[src/rtl/sobol_seq_gen.sv]
// Multi-dimensional Sobol quasi-random sequence generator (gray-code order).
// Owns the point counter and a runtime-loadable direction table per dimension.
module sobol_seq_gen #(
    parameter int W  = 6,
    parameter int D  = 4,
    parameter int DW = (D > 1) ? $clog2(D) : 1,
    parameter int KW = (W > 1) ? $clog2(W) : 1
) (
    input  logic              clk,
    input  logic              rst,
    input  logic              cfg_we,
    input  logic [DW-1:0]     cfg_dim,
    input  logic [KW-1:0]     cfg_idx,
    input  logic [W-1:0]      cfg_data,
    input  logic              start,
    input  logic [W-1:0]      len,
    input  logic              out_ready,
    output logic              out_valid,
    output logic [D*W-1:0]    out_data,
    output logic [W-1:0]      out_index,
    output logic              busy,
    output logic              done
);

    typedef enum logic [1:0] {
        S_IDLE,
        S_RUN,
        S_DONE
    } state_t;

    state_t         state;
    logic [W-1:0]   tbl [D][W];
    logic [W-1:0]   len_q;
    logic [KW-1:0]  step_idx;
    logic [D*W-1:0] step_data;
    logic [W-1:0]   next_index;
    logic           handshake;
    logic           last_point;
    logic           cfg_hit;

    assign next_index = out_index + W'(1);
    assign handshake  = out_valid && out_ready;
    assign last_point = (next_index == len_q);
    assign cfg_hit    = cfg_we && (int'(cfg_dim) < D) && (int'(cfg_idx) < W);

    // Index of the lowest zero bit of n; n stays below 2^W-1 so one always exists.
    // NOTE: every always_comb output gets a default first so no latch is inferred.
    always_comb begin
        step_idx = '0;
        for (int k = W - 1; k >= 0; k--) begin
            if (!out_index[k]) step_idx = KW'(k);
        end
    end

    always_comb begin
        step_data = out_data;
        for (int d = 0; d < D; d++) begin
            for (int k = 0; k < W; k++) begin
                if (int'(step_idx) == k) step_data[d*W +: W] = out_data[d*W +: W] ^ tbl[d][k];
            end
        end
    end

    // NOTE: the direction table is reset on purpose: after rst it must hold the
    // van der Corput defaults, so it lives in the async-reset block like any state.
    always_ff @(posedge clk or negedge rst) begin
        if (!rst) begin
            state     <= S_IDLE;
            out_valid <= 1'b0;
            out_data  <= '0;
            out_index <= '0;
            busy      <= 1'b0;
            done      <= 1'b0;
            len_q     <= '0;
            for (int d = 0; d < D; d++) begin
                for (int k = 0; k < W; k++) begin
                    tbl[d][k] <= W'(1) << (W - 1 - k);
                end
            end
        end else begin
            // NOTE: non-blocking assignments throughout, so every read sees pre-edge state.
            case (state)
                S_IDLE: begin
                    if (cfg_hit) tbl[cfg_dim][cfg_idx] <= cfg_data;
                    if (start) begin
                        len_q <= len;
                        if (len != '0) begin
                            out_data  <= '0;
                            out_index <= '0;
                            out_valid <= 1'b1;
                            busy      <= 1'b1;
                            state     <= S_RUN;
                        end else begin
                            done  <= 1'b1;
                            state <= S_DONE;
                        end
                    end
                end
                S_RUN: begin
                    if (handshake) begin
                        if (last_point) begin
                            out_valid <= 1'b0;
                            busy      <= 1'b0;
                            done      <= 1'b1;
                            state     <= S_DONE;
                        end else begin
                            out_data  <= step_data;
                            out_index <= next_index;
                        end
                    end
                end
                S_DONE: begin
                    done  <= 1'b0;
                    state <= S_IDLE;
                end
                default: state <= S_IDLE;
            endcase
        end
    end

endmodule

[config.mk]
export PLATFORM = sky130hd
export DESIGN_NAME = sobol_seq_gen
export DESIGN_NICKNAME = d
export VERILOG_FILES = /design/src/rtl/sobol_seq_gen.sv
export SDC_FILE = /design/constraint.sdc
export NUM_CORES = 1
export LEC_CHECK = 0
export BUFFER_PORTS_ARGS = -buffer_cell sky130_fd_sc_hd__buf_4
export CAP_MARGIN = 25
export CORE_MARGIN = 8
export CORE_UTILIZATION = 55
export CTS_CLUSTER_SIZE = 28
export DETAILED_ROUTE_END_ITERATION = 10
export PLACE_DENSITY = 0.7
export SYNTH_ARGS = -nofsm -noshare
export SYNTH_HDL_FRONTEND = slang
export SYNTH_SLANG_ARGS = --single-unit
[constraint.sdc]
create_clock -name clk -period 2.55 [get_ports clk]
set_input_delay 0.255 -clock clk [delete_from_list [all_inputs] [get_ports clk]]
set_output_delay 0.255 -clock clk [all_outputs]
set_load 0.05 [all_outputs]
# Yosys cells after proc, flatten, opt, wreduce, memory -nomap -nowiden
# Index checks and enable logic that the tools add are counted.
# W data, S select, Z words.
[word_totals] inputBits=22 out_inout_bits=33 regBits=184
[classes] addsub=1 bitwise_logic=26 mux=60 n_lt_le_gt_ge=5 reduce_logical=16 n_eq_ne=15
[ops] operator="$mux W6" n=29
[ops] operator="$bwmux W144" n=1
[ops] operator="$xor A6 B6 Y6" n=24
[ops] operator="$mux W24" n=4
[ops] operator="$demux W36 S2" n=1
[ops] operator="$pmux W24 S2" n=1
[ops] operator="$mux W36" n=1
[ops] operator="$demux W6 S3" n=1
[ops] operator="$mux W3" n=6
[ops] operator="$reduce_and A5 Y1" n=3
[ops] operator="$eq A3 B3 Y1 const B" n=4
[ops] operator="$ne A2 B2 Y1 const B" n=6
[ops] operator="$pmux W6 S2" n=1
[ops] operator="$mux W1" n=8
[ops] operator="$mux W2" n=4
[ops] operator="$ne A7 B7 Y1 const B" n=1
[ops] operator="$add A6 B1 Y6 const B" n=1
[ops] operator="$eq A6 B6 Y1" n=1
[ops] operator="$reduce_and A6 Y1" n=1
[ops] operator="$reduce_bool A6 Y1" n=1
[ops] operator="$ge A4 B4 Y1 const B" n=1
[ops] operator="$logic_and A1 B1 Y1" n=4
[ops] operator="$lt A4 B1 Y1 const B" n=1
[ops] operator="$not A3 Y4" n=1
[ops] operator="16 further kinds" n=17

# Longest topological paths before layout
[depth] ltp_word=16 mapped_depth=9 mapped_depth_nobuf=7

# Worst setup path after synthesis
# No wires, ideal clock.
[synth_path] kind="reg-to-reg" from="register out_index[0]" to="register out_data[14]" stages_incl_launch_ff=10 synth_period_minus_slack_ns=2.553 path_slack_ns=-0.003 arrival_time_ns=2.474 cell_sequence="dfrtp_1 ha_1 xnor2_1 nand2_1 or4_1 o21ai_1 buf_4 buf_4 o31ai_1 a21oi_1"
[synth_between] elab_chain_len=10 elab_cells_between_ends=20 cone_classes="add/sub (1); eq/ne (8); mux (9); reduce/logical (2)"
[synth_lines] item="start, declared" line_no="20" text="output logic [W-1:0] out_index,"
[synth_lines] item="start signal, assigned" line_no="108" text="out_index <= next_index;"
[synth_lines] item="$mux W3" line_no="51" text="if (!out_index[k]) step_idx = KW'(k);"
[synth_lines] item="$eq A3 B2 Y1" line_no="59" text="if (int'(step_idx) == k) step_data[d*W +: W] = out_data[d*W +: W] ^ tbl[d][k];"
[synth_lines] item="$mux W6 (5 in series)" line_no="59"
[synth_lines] item="$mux W24" line_no="101" text="if (last_point) begin"
[synth_lines] item="$mux W24" line_no="100" text="if (handshake) begin"
[synth_lines] item="$pmux W24 S2" line_no="82" text="case (state)"
[synth_lines] item="end signal, assigned" line_no="107" text="out_data <= step_data;"
[synth_lines] item="end, declared" line_no="19" text="output logic [D*W-1:0] out_data,"
# Several ways; a longest one is shown, not always the timed one. The select of a mux whose other input is x is not followed.
# A chain may end at the register's enable or synchronous reset.

# Worst setup path after layout
[layout_path] from="register out_index[0]" to="register out_data[3]"
# Same word-level chain as after synthesis.

==> results.tsv <==
stage	metric	value	unit
timing	finalMaxSlewViolations	0	
clock_network	htree_levels	4	
place	dpl_cell_area	0.00976	mm^2
pwr	peakVddDrop	0.511	mV
clock_network	insertion_delay	430	ps
outcome	outcome	completed	
place	dp_slack	151	ps
route	via_count	6542	
layout	finalNonFillerCells	1040	
yosys	yosysSeqAreaShare	52.3	%
worst_setup_path	cp-start-kind	flip-flop	
global_route	antenna_found_initial	0	
route	drt_first_iter_violations	551	
die	core_area	0.0158	mm^2
global_route	grt_pass1_vias	6681	
worst_setup_path	crit_chain	ha_1 -> xnor2_1 -> xnor2_1 -> or4_1 -> o21ai_4 -> buf_12 -> nor4b_1 -> mux2i_1	
route	dr_wl_met2	11.2	mm
clock_network	clock_path_buffers	2	
global_route	grt_overflow	0	
yosys	synthFlopType	dfrtp_1	
route	top_layer_used	met4	
layout	nets	834	
yosys	async_reset_ff_share	100	%
timing	worst_pin_slew	522	ps
yosys	synthCells	737	
clock_network	cts_setup_buffers	0	
die	dieHeight	143	um
timing	skew	9.07	ps
die	io_pins	55	
route	avgViaCountPerCell	6.29	
die	fp.dieArea	0.0204	mm^2
worst_setup_path	crit_type	reg2reg	
timing	fmax	0.415	GHz
route	post_drt_wl_per_cell	22.3	um
layout	layout_commonest_cell	dfrtp_1	
die	num_rows	46	
clock_network	cts.clk_slew.worst_paths	60	ps
clock_network	cts_made_buffers	17	
worst_setup_path	cp_slowest_cell	or4_1	
global_route	grtUsageTotal	23.9	%
route	route.detailed.drc	0	
pwr	power_density	572	mW/mm^2
yosys	synth-edff-count	0	
die	start_util	55.9	%
worst_setup_path	arrival	2700	ps
worst_setup_path	cp.required	2850	ps
worst_setup_path	cpPeakStageDelay	550	ps
layout	design_area	0.0104	mm^2
clock_network	cts_tree	yes	
route	drtAntennaViolNets	0	
yosys	synth_seq_cells	184	
place	hpwl	15.5	mm
place	placed_cells	1007	
global_route	grt_pass1_wl	37.1	mm
place	port_buffers	54	
die	die_w	143	um
worst_setup_path	critPathCaptureType	flip-flop	
yosys	ys_warn_count	0	
yosys	ys_types	50	
pwr	cellLeakagePower	4.81	nW
timing	fin_crit_sh	94.4	%
route	met1_length	10.3	mm
timing	setup-tns-final	0	ps
route	wl_met3	1.28	mm
route	firstDrtPassIters	6	
place	globalplace.congestion	0.875	
worst_setup_path	path_max_fanout	24	
yosys	synth_area	0.00885	mm^2
worst_setup_path	cpMostUsedCell	xnor2_1	
min_path	hold_path.class	in2reg	
layout	final_util	65.9	%
yosys	avgSynthCellArea	12.0	um^2
timing	period_needed	2410	ps
layout	drive_gt1_share	39.1	%
job	maxCapViolations	0	
route	routed_wl	23.2	mm
timing	fin_ws	142	ps
layout	n_antenna_cell	0	
timing	slew_headroom	64.9	%
timing	rsz0062_at_grt	no	
timing	hold_viol	0	
timing	setup_viol	0	
global_route	grt_start_max_net_pins	72	
clock_network	root_buffer	clkbuf_16	
yosys	synth_nets	760	
clock_network	clock_sinks	184	
layout	synthToLayoutAreaGrowth	17.8	%
layout	final_cell_mix	dfrtp_1 (159), mux2_2 (144), buf_4 (97)	
[synth_stat cells, types with 12 or more instances]
| cell | number | area, um^2 |
|---|---|---|
| o31ai_1 | 16 | 120 |
| dfstp_2 | 24 | 631 |
| o221ai_1 | 16 | 140 |
| or4_1 | 19 | 143 |
| mux2i_1 | 24 | 240 |
| nand3_1 | 12 | 60.1 |
| a21oi_1 | 26 | 130 |
| clkbuf_1 | 34 | 128 |
| nor2_1 | 68 | 255 |
| nand2_1 | 44 | 165 |
| dfrtp_1 | 160 | 4000 |
| mux2_2 | 144 | 1620 |
| a221oi_2 | 14 | 210 |
| o22ai_1 | 23 | 144 |
[flip-flops by register name (all words and copies together), names as in the netlist]
register   cells
done           1
out_data      24
busy           1
out_index      6
len_q          6
state          2
tbl          144
[path summary, 6_finish.rpt]
path / start / endpoint / slack [ps] / cells past startpoint
max: out_index[0] / out_data[3] / 140 / 8
min: len[4] / len_q[4] / 70 / 2
max reg2reg: out_index[0] / out_data[3] / 140 / 8
min reg2reg: out_data[6] / out_data[6] / 480 / 1
max in group asynchronous: rst / tbl[136] / 1470 / 3
min in group asynchronous: rst / tbl[46] / 320 / 2
[stage by stage]
| stage | hold slack (ps) | total power (W) |
|---|---|---|
| after CTS | 54.9 | 0.00601 |
| after detailed placement | 221 | 0.00312 |
| after global routing | 51.1 | 0.00617 |
| after global placement | 211 | 0.00312 |
| final | 65.7 | 0.00597 |
| after floorplan | -40.6 | 0.00300 |
[layer usage]
metal  GRT usage (%)  up-vias
li1                -     2875
met1            31.6     3421
met2            38.4      211
met3            5.24       35
met4            7.72        0
met5               0        -
[cell families after synthesis]
group | Yosys count | share of synthesized area [%]
flip-flops | 184 | 52.3
XOR/XNOR | 12 | 1.19
AND/OR/NAND/NOR | 178 | 9.79
adder cells (fa/ha/maj) | 1 | 0.141
multiplexers | 174 | 21.8
buffers and inverters | 56 | 3.17
AO/OA/AOI/OAI | 132 | 11.6
[worst max-delay path, delay by kind of cell, from the launching register on]
family	cells	cell delay, ps
compound gates	1	230
xor+xnor	2	390
fa+ha+maj	1	280
buf+inv	1	190
flops	1	410
mux	1	130
simple gates	2	630
[where the power goes]
group	internal [W]	switching, W	total (W)
combinational	0.0000347	0.000114	0.000149
sequential	0.00292	0	0.00292
clock	0.00182	0.00108	0.00290
[what timing repair did]
action / in CTS / in global routing
resized for setup: 0 / 1
endpoints found under the setup margin: 0 / 3
hold buffers: 1 / 0
endpoints found under the hold margin: 40 / 0
[final cells by class]
| type | count | area [um^2] |
|---|---|---|
| Fill cell | 1185 | 5400 |
| Inverter | 5 | 18.8 |
| Clock buffer | 24 | 482 |
| Tap cell | 216 | 270 |
| Sequential cell | 184 | 4640 |
| Clock inverter | 8 | 169 |
| Multi-Input combinational cell | 497 | 3960 |
| Timing Repair Buffer | 106 | 890 |
(Power assumes the default switching activity.)
